==> config.mk <==
export PLATFORM = sky130hd
export DESIGN_NAME = sound_dsp_rec_flat
export DESIGN_NICKNAME = d
export VERILOG_FILES = /design/src/rtl/sound_dsp_rec_if.sv /design/src/rtl/sound_dsp_rec.sv /design/src/flat_wrapper.sv
export SDC_FILE = /design/constraint.sdc
export NUM_CORES = 1
export LEC_CHECK = 0
export ABC_AREA = 1
export ABC_CLOCK_PERIOD_IN_PS = 5600
export BUFFER_PORTS_ARGS = -buffer_cell sky130_fd_sc_hd__buf_2
export CAP_MARGIN = 10
export CORE_MARGIN = 8
export CORE_UTILIZATION = 35
export DETAILED_ROUTE_END_ITERATION = 10
export GPL_ROUTABILITY_DRIVEN = 1
export GPL_TIMING_DRIVEN = 1
export PLACE_DENSITY = 0.5
export RECOVER_POWER = 100
export SLEW_MARGIN = 20
export SYNTH_ARGS = -nofsm -noshare
export SYNTH_HDL_FRONTEND = slang
export SYNTH_SLANG_ARGS = --single-unit
==> constraint.sdc <==
create_clock -name clk -period 5.6 [get_ports clk]
set_input_delay 0.28 -clock clk [delete_from_list [all_inputs] [get_ports clk]]
set_output_delay 0.28 -clock clk [all_outputs]
set_load 0.02 [all_outputs]
==> src/rtl/sound_dsp_rec_if.sv <==
// ISA DMA write handshake between the recording path (master) and the DMA controller (slave).
interface sound_dsp_rec_if;
    logic        dma_req8;
    logic        dma_req16;
    logic        dma_ack;
    logic [15:0] dma_writedata;

    modport master (
        output dma_req8,
        output dma_req16,
        output dma_writedata,
        input  dma_ack
    );

    modport slave (
        input  dma_req8,
        input  dma_req16,
        input  dma_writedata,
        output dma_ack
    );
endinterface

==> src/rtl/sound_dsp_rec.sv <==
// Sound Blaster DSP recording path: rate-ticked capture, sample FIFO, DMA write handshake, block IRQ.
// Optional macro SOUND_REC_ROUND_EN selects rounding (with saturation) for the 8-bit conversion.
module sound_dsp_rec #(
    parameter int unsigned FIFO_DEPTH = 16
) (
    input  logic                   clk,
    input  logic                   rst_n,
    input  logic [27:0]            clock_rate,
    input  logic                   rec_start,
    input  logic                   rec_stop,
    input  logic                   rec_16bit,
    input  logic                   rec_stereo,
    input  logic                   rec_auto,
    input  logic [15:0]            rec_rate,
    input  logic [15:0]            rec_len,
    input  logic [15:0]            in_l,
    input  logic [15:0]            in_r,
    sound_dsp_rec_if.master        dma,
    output logic                   irq,
    input  logic                   irq_ack,
    output logic                   busy,
    output logic                   overrun
);
    localparam int unsigned AW = (FIFO_DEPTH > 1) ? $clog2(FIFO_DEPTH) : 1;
    localparam int unsigned LW = AW + 1;
    localparam int unsigned SW = 29;
    localparam int unsigned DW = 16;

    typedef enum logic [1:0] {S_IDLE, S_ARM, S_RUN} state_t;

    state_t          state, state_next;
    logic [SW-1:0]   sum, sum_add;
    logic [DW-1:0]   fifo_mem [FIFO_DEPTH];
    logic [AW-1:0]   rd_ptr, wr_ptr;
    logic [LW-1:0]   level;
    logic [15:0]     count, lat_len;
    logic            lat_16bit, lat_stereo, lat_auto;
    logic            pend_r;
    logic [15:0]     hold_r;

    logic            tick_c, pop_c, push_req_c, push_c, drop_c;
    logic            flush_c, arm_c, blk_end_c, req_c;
    logic [DW-1:0]   push_data_c;
    logic [LW-1:0]   avail_c;

    // Signed 16-bit sample to offset-binary byte
    function automatic logic [7:0] to_u8(input logic [15:0] s);
`ifdef SOUND_REC_ROUND_EN
        logic [15:0] t;
        t = s + 16'h0080;
        if (!s[15] && t[15]) t = 16'h7FFF;
        return t[15:8] ^ 8'h80;
`else
        return s[15:8] ^ 8'h80;
`endif
    endfunction

    function automatic logic [DW-1:0] fmt(input logic [15:0] s, input logic b16);
        return b16 ? s : {8'h00, to_u8(s)};
    endfunction

    assign sum_add = sum + SW'(rec_rate);
    assign tick_c  = (state == S_RUN) && (rec_rate != 16'd0) && (sum_add >= SW'(clock_rate));
    assign pop_c   = (state == S_RUN) && dma.dma_ack && (dma.dma_req8 || dma.dma_req16);
    assign blk_end_c = pop_c && (count == 16'd0);

    assign dma.dma_writedata = (level != '0) ? fifo_mem[rd_ptr] : '0;

    always_ff @(posedge clk) begin
        if (!rst_n) state <= S_IDLE;
        else        state <= state_next;
    end

    // Next state and datapath strobes
    always_comb begin
        state_next  = state;
        arm_c       = 1'b0;
        flush_c     = 1'b0;
        push_req_c  = 1'b0;
        push_data_c = '0;
        case (state)
            S_IDLE: if (rec_start) state_next = S_ARM;
            S_ARM: begin
                state_next = S_RUN;
                arm_c      = 1'b1;
                flush_c    = 1'b1;
            end
            S_RUN: begin
                // The right channel goes in the cycle after its tick
                if (pend_r) begin
                    push_req_c  = 1'b1;
                    push_data_c = fmt(hold_r, lat_16bit);
                end else if (tick_c) begin
                    push_req_c  = 1'b1;
                    push_data_c = fmt(in_l, lat_16bit);
                end
                if (blk_end_c && !lat_auto) begin
                    state_next = S_IDLE;
                    flush_c    = 1'b1;
                end
            end
            default: state_next = S_IDLE;
        endcase
        if (rec_stop) begin
            state_next = S_IDLE;
            flush_c    = 1'b1;
        end
    end

    assign push_c  = push_req_c && !flush_c && ((level != LW'(FIFO_DEPTH)) || pop_c);
    assign drop_c  = push_req_c && !flush_c && (level == LW'(FIFO_DEPTH)) && !pop_c;
    // Request tracks entries still held after this cycle's pop; new pushes show up a cycle later
    assign avail_c = level - LW'(pop_c);
    assign req_c   = (state_next == S_RUN) && !flush_c && (avail_c != '0);

    always_ff @(posedge clk) begin
        if (!rst_n) begin
            sum        <= '0;
            count      <= '0;
            lat_len    <= '0;
            lat_16bit  <= 1'b0;
            lat_stereo <= 1'b0;
            lat_auto   <= 1'b0;
            pend_r     <= 1'b0;
            hold_r     <= '0;
            rd_ptr     <= '0;
            wr_ptr     <= '0;
            level      <= '0;
            irq        <= 1'b0;
            busy       <= 1'b0;
            overrun    <= 1'b0;
            dma.dma_req8  <= 1'b0;
            dma.dma_req16 <= 1'b0;
        end else begin
            if (arm_c) begin
                sum        <= '0;
                count      <= rec_len;
                lat_len    <= rec_len;
                lat_16bit  <= rec_16bit;
                lat_stereo <= rec_stereo;
                lat_auto   <= rec_auto;
            end else begin
                if (state == S_RUN) sum <= tick_c ? (sum_add - SW'(clock_rate)) : sum_add;
                if (pop_c) count <= (count == 16'd0) ? lat_len : (count - 16'd1);
            end

            if (flush_c) begin
                pend_r <= 1'b0;
            end else if (state == S_RUN) begin
                pend_r <= tick_c && !pend_r && lat_stereo;
                if (tick_c && !pend_r) hold_r <= in_r;
            end

            if (flush_c) begin
                rd_ptr <= '0;
                wr_ptr <= '0;
                level  <= '0;
            end else begin
                if (push_c) wr_ptr <= wr_ptr + AW'(1);
                if (pop_c)  rd_ptr <= rd_ptr + AW'(1);
                level <= level + LW'(push_c) - LW'(pop_c);
            end

            if (arm_c)       overrun <= 1'b0;
            else if (drop_c) overrun <= 1'b1;

            irq  <= (irq && !irq_ack) || blk_end_c;
            busy <= (state_next != S_IDLE);
            dma.dma_req8  <= req_c && !lat_16bit;
            dma.dma_req16 <= req_c && lat_16bit;
        end
    end

    always_ff @(posedge clk) begin
        if (push_c) fifo_mem[wr_ptr] <= push_data_c;
    end
endmodule

==> src/flat_wrapper.sv <==
// flat-port wrapper written by rule: the top's interface ports become plain ports
module sound_dsp_rec_flat 
#(
    parameter int unsigned FIFO_DEPTH = 16
)
  (clk, rst_n, clock_rate, rec_start, rec_stop, rec_16bit, rec_stereo, rec_auto, rec_rate, rec_len, in_l, in_r, irq, irq_ack, busy, overrun, dma_dma_req8, dma_dma_req16, dma_dma_writedata, dma_dma_ack);
  sound_dsp_rec_if dma_i ();
  input  logic clk;
  input  logic rst_n;
  input  logic [27:0] clock_rate;
  input  logic rec_start;
  input  logic rec_stop;
  input  logic rec_16bit;
  input  logic rec_stereo;
  input  logic rec_auto;
  input  logic [15:0] rec_rate;
  input  logic [15:0] rec_len;
  input  logic [15:0] in_l;
  input  logic [15:0] in_r;
  output logic irq;
  input  logic irq_ack;
  output logic busy;
  output logic overrun;
  output wire logic [$bits(dma_i.dma_req8)-1:0] dma_dma_req8;
  output wire logic [$bits(dma_i.dma_req16)-1:0] dma_dma_req16;
  output wire logic [$bits(dma_i.dma_writedata)-1:0] dma_dma_writedata;
  input wire logic [$bits(dma_i.dma_ack)-1:0] dma_dma_ack;
  assign dma_dma_req8 = dma_i.dma_req8;
  assign dma_dma_req16 = dma_i.dma_req16;
  assign dma_dma_writedata = dma_i.dma_writedata;
  assign dma_i.dma_ack = dma_dma_ack;
  sound_dsp_rec #(.FIFO_DEPTH(FIFO_DEPTH)) u_core (.clk(clk), .rst_n(rst_n), .clock_rate(clock_rate), .rec_start(rec_start), .rec_stop(rec_stop), .rec_16bit(rec_16bit), .rec_stereo(rec_stereo), .rec_auto(rec_auto), .rec_rate(rec_rate), .rec_len(rec_len), .in_l(in_l), .in_r(in_r), .dma(dma_i), .irq(irq), .irq_ack(irq_ack), .busy(busy), .overrun(overrun));
endmodule
==> results of run 1 <==
==> per-stage QoR <==
stage | util (%) | hold WS (ns) | cells | instance area (um2) | power (uW)
after CTS | 40.99 | 0.0004617 | 2920 | 21500 | 6077
after detailed placement | 38.21 | 0.4492 | 2835 | 20040 | 3390
after global placement | 38.21 | 0.4465 | 2835 | 20040 | 3393
after floorplan | - | 0.4144 | 2062 | 18510 | 3227
final | 40.75 | 0.02760 | 2920 | 21370 | 6017
after global routing | 40.75 | 0.01727 | 2920 | 21370 | 6232
==> flip-flops by register name, summed over array words and instances (netlist names), named ones only <==
signal / cells
u_core.overrun: 1
u_core.irq: 1
u_core.pend_r: 1
u_core.count: 16
u_core.lat_16bit: 1
u_core.level: 5
u_core.wr_ptr: 4
u_core.sum: 29
u_core.dma.dma_req8: 1
u_core.hold_r: 16
u_core.lat_stereo: 1
u_core.dma.dma_req16: 1
u_core.state: 2
u_core.busy: 1
u_core.fifo_mem: 256
u_core.rd_ptr: 4
u_core.lat_auto: 1
u_core.lat_len: 16
==> cells in the mapped netlist (all sizes together), types with 4 or more instances <==
| cell | n |
|---|---|
| a21oi | 145 |
| dfxtp | 105 |
| clkinv | 5 |
| o221ai | 42 |
| clkbuf | 76 |
| o211ai | 4 |
| xor2 | 41 |
| buf | 12 |
| inv | 178 |
| a21o | 6 |
| o21ai | 191 |
| edfxtp | 256 |
| o22ai | 36 |
| nor4 | 4 |
| o21bai | 11 |
| a31oi | 15 |
| nor2 | 299 |
| nand2 | 387 |
| nand4 | 27 |
| nand3 | 99 |
| ha | 62 |
| xnor2 | 18 |
| nor3 | 16 |
==> metal layers <==
layer / track usage [%] / share of wire (%)
met1: 26.43 / 48
met2: 28.54 / 44
met3: 3.443 / 6.0
met4: 4.704 / 2.1
met5: 0.2449 / 0
==> worst register-to-register path: stages (launching register included) <==
cell,delay [ns]
dfxtp_1,0.37
ha_4,0.17
inv_1,0.07
fa_1,0.40
nand3b_1,0.18
nand2_2,0.13
nand2_1,0.08
nand3_2,0.10
nand2_1,0.10
nand2_4,0.11
nand3_4,0.10
o21ai_1,0.15
nand2_1,0.09
ha_1,0.37
nand2_1,0.10
nor2_1,0.19
nor3b_1,0.22
a21oi_1,0.11
nand2_2,0.08
nand2_2,0.07
nand3_4,0.14
nand2_8,0.07
buf_4,0.26
nor2_8,0.28
nand2_1,0.09
a21oi_1,0.19
clkbuf_1,0.60
==> layout by cell type (no fill, tap or decap), types with 6 or more instances in the layout <==
cell             n
clkbuf_16       42
o21ai_0        188
nand3_1         93
xnor2_1         17
inv_2            9
nand4_1         27
nor3_1          13
nor2_1         285
a21o_1           6
buf_4           14
buf_2          104
o221ai_1        42
dlygate4sd3_1   12
clkbuf_1        35
a21oi_1        140
xor2_1          41
nand2_2         22
a31oi_1         15
clkbuf_2        27
inv_1          169
nand2_1        362
clkinv_1        11
dfxtp_1        103
edfxtp_1       256
nor2_2          10
o21bai_1        11
o22ai_1         36
ha_1            61
==> final timing paths <==
check | to | slack (ns) | cells past startpoint
setup / recovery | u_core.fifo_mem[10][4] | 0.49 | 26
hold / removal | u_core.hold_r[8] | 0.03 | 3
setup reg to reg | u_core.fifo_mem[10][4] | 0.49 | 26
hold reg to reg | u_core.lat_auto | 0.46 | 2
==> layout make-up <==
type | count | area share, %
clock buffer | 55 | 5.380
clock inverter | 18 | 0.8781
inverter | 183 | 3.214
multi-input combinational | 1430 | 36.00
sequential | 361 | 45.81
tap | 688 | 4.028
timing repair buffer | 185 | 4.689
==> logic make-up after synthesis <==
logic type               Yosys count  share of synthesized area, %
AND/OR/NAND/NOR                  843                         19.53
AO/OA/AOI/OAI                    463                         14.54
flip-flops                       361                         52.90
buffers and inverters            271                         5.727
adder cells (fa/ha/maj)           65                         4.517
XOR/XNOR                          59                         2.792
==> timing repair <==
item | 4_1_cts | 5_1_grt
hold buffers | 12 | 0
endpoints found under the hold margin | 12 | 0
setup endpoints to repair | 0 | 407
resized for setup | 0 | 15
==> power groups by stage <==
stage	Combinational (uW)	Clock (uW)	Sequential, uW
4_1_cts	491	2730	2850
2_1_floorplan	324	0	2900
3_3_place_gp	484	0	2910
3_5_place_dp	482	0	2910
5_1_grt	548	2830	2850
6_report	499	2670	2850
==> key figures, run 1 <==
Run status
  – Status: finished with violations
  – Failing checks: capacitance limit, slew limit

Clock network
  – CTS tree: yes
  – Clk sinks: 361
  – Clock insertion delay at the later pin of the skew report: 0.54 ns
  – Htree depth: 2
  – Worst-path clk slew: 0.06 ns
  – CTS root buf: clkbuf_16
  – Max clock buf depth: 3
  – Postcts setup bufs: 0
  – CTS Buf Count: 40

Route
  – Routed len/inst: 19.59 um
  – Vias post-DR: 15230
  – Total wire length: 57.21 mm
  – DRC: 0
  – Final ANT Viol Nets: 0
  – Avg Vias per Cell: 5.216
  – DRT Pass-1 Iters: 5
  – DRT iter0 DRCs: 1198

Power
  – PwrDens: 281.5 nW/um2
  – Combinational power share: 8.3%
  – Reg power frac: 47.4%
  – Leak Pwr: 0.008874 uW
  – Switching Fraction: 23.62%
  – Pint: 4595 uW
  – Clock power share: 44.3%
  – Psw: 1421 uW
  – Peak supply drop: 0.1818 mV

Cells and area
  – Register area: 9792 um2
  – Nets@finish: 2367
  – Area Growth Syn to Fin: 15.50%
  – Fill cells: 5250
  – Multi-input combinational cell area: 7694 um2
  – Antenna diode count: 0
  – Fraction of layout cells with a size suffix above 1: 12.41%

Critical path
  – Startpoint Class: flip-flop
  – Worst Setup End Kind: flip-flop
  – Slowest cell on the critical path: clkbuf_1
  – Beginning of the critical path: u_core.sum[0]
  – Largest delay contributor family on the critical path: simple AND/OR/NAND/NOR gates
  – Crit Reg-Reg Startpoint: u_core.sum[0]
  – Setup Crit Path Kind: flip-flop to flip-flop
  – Buffers and inverters on the worst path: 3
  – CP peak stage delay: 0.60 ns
  – Cell mode on critical path: nand2_1
  – CP Max Fanout: 18
  – Critical path data required time: 5.83 ns
  – Worst Path Arrival: 5.34 ns

Die
  – Die W: 245.9 um
  – Chip height: 245.9 um
  – Die ar.: 60490 um2
  – CORE AREA: 52450 um2
  – IO Count: 122
  – Cell Rows: 84
  – Initial Util: 35.28%

Yosys
  – Yosys warning count: 0
  – Synth Area per Inst: 8.974 um2
  – Async SR Flop Fraction: 0%
  – Number of synthesized flops with an enable pin: 256
  – Post-synth cell types: 58
  – FF+latch count, synth: 361
  – Register area share after synthesis: 52.90%
  – Synth Net Count: 2228
  – Share of the synthesized area in the top cell type: 41.54%
  – Synth Flop Type: edfxtp_1
  – Cell Area, Synth: 18510 um2
  – Area leader, netlist: edfxtp_1
  – Post-Synthesis Cells: 2062
  – Synth area leaders: edfxtp_1, dfxtp_1, nand2_1

Placed design
  – Post-DP HPWL: 39.56 mm
  – IO Port Bufs: 121
  – Dpl ws: 0.09588 ns
  – GP Congestion: 0.9035

STA
  – Final setup viols: 0
  – Final period util: 91.32%
  – Post-Route Setup TNS: 0 ns
  – Final setup margin: 0.4858 ns
  – Maximum clock rate: 195.5 MHz
  – RSZ-0062 raised after global routing: no
  – Post-layout min period: 5.114 ns
  – Max Transition Viols Final: 59
  – Worst Tran Pin Value: 1.869 ns
  – Worst Skew: 0.01593 ns
  – Final hold vios: 0
  – Slew headroom: -24.75%

Worst hold path
  – Hold Path Class: input pin to flip-flop
  – Min-delay src: in_r[8]

GRT
  – Number of global-route vias before repair: 15010
  – Largest net degree at the start of global routing: 67
  – Gr ovfl total: 0
  – Total Routing Usage GR: 18.51%
  – Initial antenna violation count: 0
  – First-pass GRT wire length: 88.30 mm

Run
  – Max-Cap Viols: 1
Power figures use the tool's default switching activity.
==> run 2: changes to the inputs <==
--- a/config.mk
+++ b/config.mk
@@ -10,4 +10,6 @@
 export BUFFER_PORTS_ARGS = -buffer_cell sky130_fd_sc_hd__buf_2
 export CAP_MARGIN = 10
+export CELL_PAD_IN_SITES_DETAIL_PLACEMENT = 1
+export CELL_PAD_IN_SITES_GLOBAL_PLACEMENT = 1
 export CORE_MARGIN = 8
 export CORE_UTILIZATION = 35
@@ -15,7 +17,7 @@
 export GPL_ROUTABILITY_DRIVEN = 1
 export GPL_TIMING_DRIVEN = 1
-export PLACE_DENSITY = 0.5
+export PLACE_DENSITY = 0.62
 export RECOVER_POWER = 100
-export SLEW_MARGIN = 20
+export SLEW_MARGIN = 30
 export SYNTH_ARGS = -nofsm -noshare
 export SYNTH_HDL_FRONTEND = slang
==> constraint.sdc (replaced) <==
create_clock -name clk -period 5.6 [get_ports clk]
set_input_delay 0 -clock clk [delete_from_list [all_inputs] [get_ports clk]]
set_output_delay 0 -clock clk [all_outputs]
set_load 0.02 [all_outputs]
==> run 2 against run 1 <==
  * Combinational power increased by 2%
  * The flow still finishes with violations (capacitance limit, slew limit)
  * First-iteration DRC count decreased by 23%
  * Power increased by 1.6%
  * Via count increased by 1.4%
==> key figures, run 2 (same netlist as run 1, synthesis figures left out) <==
STA
  – Max Transition Viols Final: 69 (+17%)
  – Post-Route Setup TNS: 0 ns (unchanged)
  – Final hold vios: 0 (unchanged)
  – Maximum clock rate: 192.8 MHz (-1.4%)
  – Post-layout min period: 5.188 ns (+0.07388 ns)
  – Worst Tran Pin Value: 2.405 ns (+0.5354 ns)
  – Slew headroom: -61.19% (-36 points)
  – RSZ-0062 raised after global routing: no
  – Worst Skew: 0.04655 ns (+0.03062 ns)
  – Final setup viols: 0 (unchanged)
  – Final period util: 92.64% (+1.3 points)

Power
  – PwrDens: 280.7 nW/um2 (-0.27%)
  – Peak supply drop: 0.2077 mV (+14%)
  – Leak Pwr: 0.009049 uW (+2.0%)

GRT
  – Total Routing Usage GR: 20.13% (+1.6 points)
  – Gr ovfl total: 0 (unchanged)
  – Number of global-route vias before repair: 16410 (+9.3%)
  – First-pass GRT wire length: 96.12 mm (+8.9%)
  – Initial antenna violation count: 2 (+2)
  – Largest net degree at the start of global routing: 99 (+48%)

Worst hold path
  – Hold Path Class: input pin to flip-flop
  – Min-delay src: rec_rate[14]

Clock network
  – Max clock buf depth: 3 (unchanged)
  – CTS tree: yes
  – Clock insertion delay at the later pin of the skew report: 0.58 ns (+0.04 ns)
  – Htree depth: 2 (unchanged)
  – Clk sinks: 361 (unchanged)
  – Worst-path clk slew: 0.06 ns (about the same)
  – CTS Buf Count: 42 (+5.0%)
  – CTS root buf: clkbuf_16

Run status
  – Failing checks: capacitance limit, slew limit
  – Status: finished with violations

Placed design
  – IO Port Bufs: 121 (unchanged)
  – GP Congestion: 0.8765 (-3.0%)
  – DP Cell Count: 2837 (+0.071%)
  – Post-DP HPWL: 42.32 mm (+7.0%)

Critical path
  – Critical path data required time: 5.86 ns (+0.03 ns)
  – Worst Setup End Kind: flip-flop
  – Worst Path Arrival: 5.44 ns (+0.10 ns)
  – Beginning of the critical path: u_core.sum[0]
  – CP Max Fanout: 7 (-11)
  – Crit Reg-Reg Endpoint: u_core.fifo_mem[8][7]
  – R2R cell count: 27 (+3.8%)
  – Critical Path End: u_core.fifo_mem[8][7]
  – Startpoint Class: flip-flop
  – Crit Reg-Reg Startpoint: u_core.sum[0]
  – Setup Crit Path Kind: flip-flop to flip-flop
  – FF-to-FF setup slack: 0.41 ns (-0.07 ns)

Route
  – Avg Vias per Cell: 5.224 (+0.15%)
  – Total wire length: 61.73 mm (+7.9%)
  – Final ANT Viol Nets: 0 (unchanged)
  – DRT iter0 DRCs: 928 (-23%)
  – DRC: 0 (unchanged)
  – Routed len/inst: 20.89 um (+6.6%)
  – DRT Pass-1 Iters: 5 (unchanged)
  – Vias post-DR: 15440 (+1.4%)

Cells and area
  – Post-Route Utilization: 41.51% (+0.75 points)
  – Nets@finish: 2402 (+1.5%)
  – Most frequent cells in the layout: nand2_1, nor2_1, edfxtp_1
  – Fraction of layout cells with a size suffix above 1: 13.59% (+1.2 points)
  – Finished Layout Cells: 2955 (+1.2%)
  – Max reg flops: 256 (unchanged)
  – Multi-input combinational cell area: 7719 um2 (+0.33%)
  – Largest register by flop count: u_core.fifo_mem
  – Regs by FF count: u_core.fifo_mem x256, u_core.sum x29
  – Area Growth Syn to Fin: 17.63%
  – Fill cells: 6113 (+16%)
  – Most common cell after layout, fill and taps aside: nand2_1
  – Register area: 9796 um2 (about the same)

Die
  – Initial Util: 35.28% (unchanged)
  – CORE AREA: 52450 um2 (unchanged)
  – Die ar.: 60490 um2 (unchanged)
  – Chip height: 245.9 um (unchanged)
  – IO Count: 122 (unchanged)
  – Die W: 245.9 um (unchanged)
  – Cell Rows: 84 (unchanged)

Run
  – Max-Cap Viols: 1 (unchanged)
==> run 2: changes by cell type in the layout (fill, tap and decap cells not counted), sizes merged <==
cell / delta
dlygate4sd3: +31
clkinv: +7
clkbuf: -4
inv: -4
buf: +3
bufinv: +1
diode: +1
==> run 2: worst max-delay path, stage by stage, from the launching register on <==
cell and delay (ns):
dfxtp_1 0.34, ha_2 0.22, inv_1 0.07, fa_1 0.39
nand3b_1 0.18, nand2_2 0.12, nand2_1 0.08, nand3_2 0.10
nand2_1 0.07, nand2_2 0.11, nand3_2 0.14, o21ai_0 0.20
nand2_1 0.11, ha_1 0.40, nand2_1 0.10, nor2_1 0.19
nor3b_1 0.21, a21oi_1 0.11, nand2_2 0.09, nand2_2 0.07
nand3_4 0.13, nand2_8 0.06, nand2_2 0.15, nand3_4 0.11
inv_2 0.11, nand2_1 0.14, nor2_1 0.51, clkbuf_2 0.34
==> run 2: timing repair <==
action,4_1_cts,5_1_grt
buffers inserted,0,0
endpoints found under the hold margin,59,0
resized for setup,0,9
setup endpoints to repair,0,8
hold buffers,43,0
==> run 2: worst min path at each step <==
| stage | end | slack, ns | depth (start not counted) |
|---|---|---|---|
| global route | u_core.sum[26] | 0.18 | 6 |
| CTS | flip-flop | 0.02 | 6 |
| finish | u_core.sum[14] | 0.13 | 5 |
| detailed placement | u_core.hold_r[5] | 0.26 | 3 |
| floorplan | u_core.state[1] | 0.13 | 2 |
| global placement | u_core.irq | 0.26 | 4 |
==> run 2: power breakdown <==
group,leakage (uW),switching (uW),internal (uW)
logic,0.00465,324,185
registers,0.00373,14.7,2840
clock network,0.000667,1140,1610
==> run 2: per-layer routing <==
layer	GRT usage (%)	vias up	share of wire (%)	wire length [um]
li1	-	7458	-	-
met1	27.33	7620	47	29050
met2	33.60	277	47	29240
met3	2.813	81	3.7	2312
met4	4.843	2	1.8	1112
met5	0	-	0.021	13
==> run 2: through the flow <==
| step | setup WS, ns | power (uW) | instance area [um2] | hold WS, ns |
|---|---|---|---|---|
| 2_1_floorplan | 0.8442 | 3227 | 18510 | 0.1344 |
| 3_3_place_gp | 0.1974 | 3383 | 20070 | 0.2565 |
| 3_5_place_dp | 0.08630 | 3392 | 20070 | 0.2612 |
| 4_1_cts | 0.05670 | 6168 | 21870 | 0.01778 |
| 5_1_grt | 0.003088 | 6332 | 21770 | 0.1793 |
| 6_report | 0.4119 | 6111 | 21770 | 0.1291 |
==> run 2: cell type report <==
cell class	count	area share, %
clock buffers	52	5.144
multi-input cells	1430	35.46
inverters	183	3.184
well taps	688	3.954
diodes	1	0.01150
clock inverters	22	1.127
flip-flops and latches	361	45.00
repair buffers	218	6.121
==> run 3: changes to the inputs <==
--- a/config.mk
+++ b/config.mk
@@ -6,5 +6,4 @@
 export NUM_CORES = 1
 export LEC_CHECK = 0
-export ABC_AREA = 1
 export ABC_CLOCK_PERIOD_IN_PS = 5600
 export BUFFER_PORTS_ARGS = -buffer_cell sky130_fd_sc_hd__buf_2
@@ -17,5 +16,5 @@
 export GPL_ROUTABILITY_DRIVEN = 1
 export GPL_TIMING_DRIVEN = 1
-export PLACE_DENSITY = 0.62
+export PLACE_DENSITY = 0.59
 export RECOVER_POWER = 100
 export SLEW_MARGIN = 30
==> constraint.sdc (replaced) <==
create_clock -name clk -period 5.6 [get_ports clk]
set_input_delay 0 -clock clk [delete_from_list [all_inputs] [get_ports clk]]
set_output_delay 0 -clock clk [all_outputs]
set_load 0.005 [all_outputs]
==> run 3 against run 2 <==
  * The run still ends with capacitance limit, slew limit left
  * Clock skew down 0.023 ns
  * Power is 0.60% lower
  * Count of clock-buffer cells in the layout down 4
  * Design area decreased by 2.8%
  * Worst hold slack got worse by 0.080 ns
  * Maximum frequency down 2.1%
  * Worst setup slack worse by 0.11 ns
  * Critical endpoint is now u_core.fifo_mem[2][9]
  * Largest cell class unchanged
  * Largest power group unchanged
==> key figures, run 3 <==
Cells and area
  – Max reg flops: 256 (unchanged)
  – Largest register by flop count: u_core.fifo_mem
  – Finished Layout Cells: 2315 (-22%)
  – Fill cells: 5371 (-12%)
  – Most frequent cells in the layout: edfxtp_1, buf_2, nand2_1
  – Register area: 9792 um2 (about the same)
  – Regs by FF count: u_core.fifo_mem x256, u_core.sum x29
  – Nets@finish: 1775 (-26%)
  – Most common cell after layout, fill and taps aside: edfxtp_1
  – Multi-input combinational cell area: 7442 um2 (-3.6%)
  – Area Growth Syn to Fin: 19.59%
  – Fraction of layout cells with a size suffix above 1: 21.74% (+8.1 points)

STA
  – RSZ-0062 raised after global routing: no
  – Max Transition Viols Final: 26 (-62%)
  – Post-layout min period: 5.298 ns (+0.1098 ns)
  – Final hold vios: 0 (unchanged)
  – Slew headroom: -26.97% (+34 points)
  – Final setup viols: 0 (unchanged)
  – Worst Tran Pin Value: 1.902 ns (-0.5027 ns)
  – Post-Route Setup TNS: 0 ns (unchanged)
  – Final period util: 94.60% (+2.0 points)
  – Maximum clock rate: 188.8 MHz (-2.1%)
  – Worst Skew: 0.02371 ns (-0.02285 ns)

Placed design
  – IO Port Bufs: 121 (unchanged)
  – DP Cell Count: 2193 (-23%)
  – Post-DP HPWL: 34.38 mm (-19%)
  – GP Congestion: 0.8312 (-5.2%)

Yosys
  – Number of synthesized flops with an enable pin: 256 (unchanged)
  – Post-synth cell types: 82 (+41%)
  – Most instantiated library cell after synthesis: edfxtp_1
  – Synth Net Count: 1566 (-30%)
  – Post-Synthesis Cells: 1400 (-32%)
  – Synth Area per Inst: 12.64 um2 (+41%)
  – Synth Flop Type: edfxtp_1
  – Share of the synthesized area in the top cell type: 43.44% (+1.9 points)
  – Yosys warning count: 0 (unchanged)
  – Area leader, netlist: edfxtp_1
  – Async SR Flop Fraction: 0% (unchanged)
  – Synth area leaders: edfxtp_1, dfxtp_1, mux4_2
  – Register area share after synthesis: 55.32% (+2.4 points)
  – Post-synth top cells: edfxtp_1, nand2_1, dfxtp_1
  – Cell Area, Synth: 17700 um2 (-4.4%)
  – FF+latch count, synth: 361 (unchanged)

GRT
  – First-pass GRT wire length: 80.96 mm (-16%)
  – Initial antenna violation count: 1 (-1)
  – Total Routing Usage GR: 18.19% (-1.9 points)
  – Gr ovfl total: 0 (unchanged)
  – Largest net degree at the start of global routing: 60 (-39%)
  – Number of global-route vias before repair: 13420 (-18%)

Die
  – Cell Rows: 82 (-2.4%)
  – Die W: 240.9 um (-2.1%)
  – Initial Util: 35.34% (+0.059 points)
  – Chip height: 240.9 um (-2.1%)
  – IO Count: 122 (unchanged)
  – Die ar.: 58010 um2 (-4.1%)
  – CORE AREA: 50070 um2 (-4.5%)

Clock network
  – CTS tree: yes
  – Htree depth: 2 (unchanged)
  – Worst-path clk slew: 0.06 ns (about the same)
  – CTS Buf Count: 42 (unchanged)
  – Clock insertion delay at the later pin of the skew report: 0.57 ns (about the same)
  – CTS root buf: clkbuf_16
  – Max clock buf depth: 3 (unchanged)
  – Clk sinks: 361 (unchanged)

Worst hold path
  – Hold Path Class: input pin to flip-flop

Power
  – Leak Pwr: 0.008059 uW (-11%)
  – Peak supply drop: 0.1829 mV (-12%)
  – PwrDens: 287.1 nW/um2 (+2.3%)

Route
  – Routed len/inst: 22.51 um (+7.7%)
  – DRT iter0 DRCs: 900 (-3.0%)
  – DRT Pass-1 Iters: 5 (unchanged)
  – Vias post-DR: 12370 (-20%)
  – Avg Vias per Cell: 5.343 (+2.3%)
  – Final ANT Viol Nets: 0 (unchanged)
  – DRC: 0 (unchanged)
  – Total wire length: 52.10 mm (-16%)

Run status
  – Status: finished with violations
  – Failing checks: capacitance limit, slew limit

Run
  – Max-Cap Viols: 1 (unchanged)

Critical path
  – Critical path data required time: 5.76 ns (-0.10 ns)
  – Worst Setup End Kind: flip-flop
  – Worst Path Arrival: 5.46 ns (+0.02 ns)
  – Setup Crit Path Kind: flip-flop to flip-flop
  – CP Max Fanout: 16 (+9)
  – Startpoint Class: flip-flop
## run 3: changes by cell type in the layout (fill, tap and decap cells not counted), moves of 27 or more
cell / delta
nand3_1: -69
o22ai_1: -32
o21ai_0: -137
nor2b_1: +47
o221ai_1: -40
mux4_2: +80
a21oi_1: -52
inv_1: -100
nor2_1: -201
nand2_1: -255
and3_1: +30
mux2i_1: +27
## run 3: layer usage
layer / routed length [um] / track usage [%]
met4: 928 / 4.550
met3: 2347 / 2.888
met2: 24470 / 30.40
met1: 24350 / 24.60
met5: 0 / 0
## run 3: logic make-up after synthesis
| logic type | synth area share (%) |
|---|---|
| adder cells (fa/ha/maj) | 4.723 |
| buffers and inverters | 3.026 |
| XOR/XNOR | 2.722 |
| AO/OA/AOI/OAI | 10.95 |
| flip-flops | 55.32 |
| AND/OR/NAND/NOR | 10.66 |
| multiplexers | 12.60 |
## run 3: through the flow
stage                     setup slack (ns)  area [um2]  power [uW]  utilization (%)  hold WS [ns]
after floorplan                     0.1736       17700        3152                -        0.1355
after detailed placement           0.01792       19370        3293            38.69        0.2645
after CTS                          0.02824       21180        6162            42.30       0.02307
final                               0.3021       21160        6075            42.27       0.04856
after global routing               0.01266       21160        6307            42.27       0.07002
after global placement              0.1456       19360        3288            38.68        0.2453
## run 3: final cells by class
| type | instances | share of cell area (%) |
|---|---|---|
| flip-flops and latches | 361 | 46.27 |
| multi-input cells | 911 | 35.17 |
| repair buffers | 228 | 6.776 |
| clock buffers | 48 | 5.073 |
| well taps | 672 | 3.973 |
| clock inverters | 29 | 1.573 |
| inverters | 65 | 1.153 |
| diodes | 1 | 0.01183 |
## run 3: final timing paths
check,cells after the start,end,from,slack [ns]
max,19,u_core.fifo_mem[2][9],u_core.sum[2],0.30
min reg2reg,2,u_core.sum[3],u_core.sum[3],0.47
min,6,u_core.sum[22],clock_rate[22],0.05
max reg2reg,19,u_core.fifo_mem[2][9],u_core.sum[2],0.30
## run 3: critical path, cell delays in order, from the launching register on
cell      delay (ns)
dfxtp_1         0.31
ha_1            0.36
o21ai_0         0.23
nor2_2          0.09
o31ai_2         0.26
a211oi_2        0.15
o21a_1          0.23
o21ai_0         0.28
xnor2_1         0.17
ha_1            0.30
a21o_1          0.18
a21o_1          0.20
o41ai_2         0.30
buf_4           0.18
o221ai_2        0.11
o41a_2          0.43
o21a_4          0.21
clkbuf_2        0.23
and3_1          0.23
clkbuf_2        0.43
## run 3: power by group
group / switching, uW / internal [uW]
Combinational: 240 / 171
Sequential: 13.2 / 2840
Clock: 1150 / 1670
Total: 1400 / 4670
## run 3: what timing repair did
| action | in CTS | in global routing |
|---|---|---|
| gates resized for setup | 1 | 17 |
| setup endpoints to repair | 1 | 120 |
| setup buffers | 0 | 3 |
| hold buffers | 40 | 0 |
| hold endpoints to repair | 61 | 0 |
| pin swaps | 1 | 9 |
